## config.mk

```make
export PLATFORM = sky130hd
export DESIGN_NAME = ring_reg_fifo
export DESIGN_NICKNAME = d
export VERILOG_FILES = /design/src/rtl/ring_reg_fifo.sv
export SDC_FILE = /design/constraint.sdc
export NUM_CORES = 1
export LEC_CHECK = 0
export ABC_AREA = 0
export CORE_UTILIZATION = 48
export CTS_CLUSTER_DIAMETER = 150
export DETAILED_ROUTE_END_ITERATION = 12
export PLACE_DENSITY = 0.72
export SYNTH_ARGS = -nofsm -noshare
export SYNTH_HDL_FRONTEND = slang
export SYNTH_SLANG_ARGS = --single-unit
```

## constraint.sdc

```tcl
create_clock -name clk -period 1.82 [get_ports clk]
set_input_delay 0.364 -clock clk [delete_from_list [all_inputs] [get_ports clk]]
set_output_delay 0.364 -clock clk [all_outputs]
set_load 0.01 [all_outputs]
```

## src/rtl/ring_reg_fifo.sv

```systemverilog
// ring_reg_fifo: parametrised register-based first-word-fall-through FIFO.
// Latency: a write is visible on oRdDat the cycle after it is accepted; a pop shows the next entry the cycle after.
// Backpressure: a write to a full FIFO is accepted only with a same-cycle pop; optional sticky oErr when RING_REG_FIFO_ERR_EN is defined.
module ring_reg_fifo #(
  parameter  int WIDTH     = 8,
  parameter  int DEPTH     = 4,
  parameter  int AF_MARGIN = 1,
  localparam int CW        = $clog2(DEPTH + 1)
) (
  input  logic             clk,
  input  logic             rst,
  input  logic             iWrEn,
  input  logic [WIDTH-1:0] iWrDat,
  input  logic             iRdEn,
  output logic             oFul,
  output logic             oEmpty,
  output logic             oAlmFul,
  output logic [CW-1:0]    oCnt,
  output logic [WIDTH-1:0] oRdDat,
  output logic             oErr
);

  localparam int PW       = (DEPTH > 1) ? $clog2(DEPTH) : 1;
  // Occupancy at which almost-full asserts; may be <= 0 for degenerate margins.
  localparam int AF_TH    = DEPTH - AF_MARGIN;

  logic [WIDTH-1:0] mem [DEPTH];
  logic [PW-1:0]    wp;
  logic [PW-1:0]    rp;
  logic [CW-1:0]    cnt;
  logic             rd_acc;
  logic             wr_acc;

  // Pointers wrap explicitly so DEPTH need not be a power of two.
  function automatic logic [PW-1:0] ptr_inc(input logic [PW-1:0] p);
    return (p == PW'(DEPTH - 1)) ? '0 : p + 1'b1;
  endfunction

  // Pop needs data; a push into a full FIFO rides on a simultaneous pop.
  assign rd_acc = iRdEn && (cnt != '0);
  assign wr_acc = iWrEn && ((cnt != CW'(DEPTH)) || rd_acc);

  // Storage array: cleared on reset, written at wp on accepted write.
  always_ff @(posedge clk) begin
    if (rst) begin
      for (int i = 0; i < DEPTH; i++) mem[i] <= '0;
    end else if (wr_acc) begin
      mem[wp] <= iWrDat;
    end
  end

  // Pointer and occupancy bookkeeping.
  always_ff @(posedge clk) begin
    if (rst) begin
      wp  <= '0;
      rp  <= '0;
      cnt <= '0;
    end else begin
      if (wr_acc) wp <= ptr_inc(wp);
      if (rd_acc) rp <= ptr_inc(rp);
      cnt <= cnt + CW'(wr_acc) - CW'(rd_acc);
    end
  end

  // Flags are pure decodes of the registered count; head data falls through.
  assign oCnt    = cnt;
  assign oFul    = (cnt == CW'(DEPTH));
  assign oEmpty  = (cnt == '0);
  assign oAlmFul = (int'(cnt) >= AF_TH);
  assign oRdDat  = mem[rp];

`ifdef RING_REG_FIFO_ERR_EN
  logic err;

  // Sticky error: overflow (rejected write) or underflow (read while empty).
  always_ff @(posedge clk) begin
    if (rst) begin
      err <= 1'b0;
    end else if ((iWrEn && !wr_acc) || (iRdEn && (cnt == '0))) begin
      err <= 1'b1;
    end
  end

  assign oErr = err;
`else
  assign oErr = 1'b0;
`endif

endmodule

```

==> results.md <==
- Placed Cells: 207
- #FFs+latches synth: 41
- Root buf cell: clkbuf_8
- Post-Synthesis Cells: 128
- Critical R2R Launch: oCnt[0]
- Worst-case clock buffer depth: 2
- Max Fanout on Critical Path: 6
- RSZ-0062 raised after global routing: true
- Worst clock skew: 3.80 ps
- Die height: 64.4 um
- Commonest register cell after synthesis: edfxtp_1
- Slew HR: 0.625
- Final period utilization: 1.03
- Post-synthesis xor/xnor area fraction: 0.00469
- Clock Sink Count: 41
- Max frequency: 0.534 GHz
- DIE WIDTH: 64.4 um
- Simple-Gate Fraction of Synth Area: 0.192
- Pre-CTS setup slack: -437 ps
- Vias/cell: 5.27
- Post-DP HPWL: 2330 um
- Outcome: complete, but fails checks
- Placer Congestion: 0.805
- Adder-cell share of the synthesized area: 0.0375
- Total number of vias: 1143
- Maxcap violations: 0
- # nets final: 185
- Full die area: 4140 um^2
- Detailed Routing Iterations Pass 1: 4
- Post-synth EDFFs: 32
- Fill cells: 286
- Cts hold-fix bufs: 0
- Cell Rows: 22
- Avg Cell Area, Syn: 14.6 um^2
- Congestion Overflow GR: 0
- Routed len/inst: 15.5 um
- Top Ports: 27
- Initial core utilization: 0.506
- IO buf count: 25
- Yosys top cell by area: edfxtp_1
- Final core occ: 0.649
- DRT iter0 DRCs: 41
- Initial antenna violation count: 0
- Failing checks: setup timing
- Synth top area share: 0.515
- Slew at the pin with the worst max-slew slack: 559 ps
- Complex-gate fraction of the synthesized area: 0.0228
- Synth cell count leaders: 32 x and2_1, 32 x edfxtp_1, 9 x dfxtp_1, 8 x mux4_2, 5 x nor2_1
- Share of cells above drive strength 1: 0.266
- Hold depth: 2
- Vias in the first global route: 1135
- Cell area after layout: 2390 um^2
- Ys async rst share: 0
- Largest family of logic cells by synthesized area: simple AND/OR/NAND/NOR gates
- Worst-case reg-to-reg path depth: 7
- Register area share after synthesis: 0.611
- TritonCTS clock tree: built
- H-tree lvl count: 2
- Syn Nets: 145
- CP Data Required Time: 1460 ps
- Post-Syn Area: 1870 um^2
- Non-filler cells in the finished layout: 217
- Clk slew on worst S/H paths: 70 ps
- R2R setup slack: 60 ps
- Synth warn: 0
- Hold Startpoint: rp[0]
- Final min period: 1870 ps
- Critical Path Start Type: flip-flop
- DRT antenna net count: 0
- Hold Crit Class: reg2reg
- Global Route Usage Sum: 0.180
- Leak Pwr: 0.950 nW
- Mux share of post-synthesis cell area: 0.113
- Synth area leaders: edfxtp_1 51%, and2_1 11%, dfxtp_1 9.7%, mux4_2 9.7%, ha_1 2.7%
- Netlist cell types: 29
- Setup CP Type: reg2out
- Clock Latency Late Sink: 290 ps
- P&R area growth vs syn: 28.1%
- Largest net degree at the start of global routing: 14
- Cell Pwr Density: 1220 nW/um^2
- Final Setup Violations: 4
- DRC violation count after routing: 0
- Total CTS buffers: 5
- Worst VDD drop: 0.000805 V
- First-pass GRT wire length: 5330 um
- Core area: 3690 um^2
- Placed inst area: 2260 um^2
- Terminus of the critical flop-to-flop path: oCnt[1]
- WL final: 3370 um
- Slew Limit Fails: 0
- Setup TNS: -140 ps
- Endpoint kind of the worst setup timing path: primary output
- # diodes: 0
- Worst EP arrival: 1510 ps
- Fin. Hold Viols: 0
- Final WS setup: -52.6 ps
==> repair_timing <==
| item | CTS | global route |
|---|---|---|
| resized for setup | 36 | 13 |
| pin swaps | 1 | 1 |
| gates cloned | 0 | 0 |
| endpoints found under the setup margin | 28 | 15 |
| setup buffers | 1 | 1 |
==> worst max path at each step <==
| stage | from | endpoint | slack (ps) | depth (start not counted) |
|---|---|---|---|---|
| after floorplan | iRdEn | oCnt[1] | 3 | 7 |
| after global placement | iRdEn | oCnt[1] | -370 | 8 |
| after detailed placement | iRdEn | oCnt[1] | -440 | 8 |
| after CTS | flip-flop | oRdDat[5] | -60 | 4 |
| after global routing | flip-flop | oRdDat[5] | -90 | 4 |
| final | flip-flop | oRdDat[5] | -50 | 4 |
==> report_power, final <==
group / switching (mW) / internal (mW)
logic: 0.392 / 0.546
registers: 0.129 / 1.16
clock network: 0.294 / 0.405
total: 0.815 / 2.11
==> sequential cells by signal, summed over array words and instances, names as in the netlist, named ones only <==
name  count
mem      32
oCnt      3
rp        2
wp        2
==> critical path: stages, from the launching register on <==
cell	delay, ps
dfxtp_2	340
buf_12	120
buf_12	110
mux4_2	510
buf_6	140
==> logic make-up after synthesis <==
logic type	count (synthesis)
and+or+nand+nor	56
adders and majority gates	5
muxes	11
other	1
AOI/OAI and AO/OA	6
DFF	41
buffers and inverters	7
xor gates and xnor gates	1
==> layer usage <==
metal  track usage  share of wire
met5             0              0
met4        0.0722          0.012
met3        0.0625          0.039
met2         0.311           0.54
met1         0.203           0.41
==> stage by stage <==
stage	power [mW]	hold WS, ps
4_1_cts	2.90	500
5_1_grt	3.08	566
2_1_floorplan	1.77	463
6_report	2.93	503
3_3_place_gp	2.20	475
3_5_place_dp	2.23	494
==> cell type report <==
class / instances / area [um^2] / area share
repair buffers: 37 / 343 / 0.143
clock inverters: 2 / 33.8 / 0.0141
clock buffers: 6 / 72.6 / 0.0303
flip-flops and latches: 41 / 1150 / 0.481
well taps: 48 / 60.1 / 0.0251
inverters: 3 / 11.3 / 0.00471
multi-input cells: 80 / 721 / 0.301
==> cell usage in the layout, fill, tap and decap left out, types with 2 or more instances in the layout <==
master / synthesis / routed
nor2_1: 5 / 5
dfxtp_2: 0 / 2
clkbuf_2: 0 / 2
nor4_2: 2 / 2
nand2b_1: 4 / 4
and2_1: 32 / 32
dfxtp_1: 9 / 5
nor3_1: 4 / 3
buf_12: 0 / 2
clkbuf_8: 0 / 5
inv_1: 3 / 3
edfxtp_1: 32 / 32
mux2i_1: 2 / 2
ha_1: 4 / 4
clkdlybuf4s50_1: 0 / 12
mux4_2: 8 / 8
buf_4: 1 / 10
dlymetal6s2s_1: 0 / 2
buf_6: 0 / 3
a31o_1: 2 / 2
nand2_1: 2 / 2
or2_1: 2 / 2
nor2b_1: 3 / 2
dfxtp_4: 0 / 2
buf_2: 1 / 4
No activity file was read; power rests on OpenSTA's default activity.
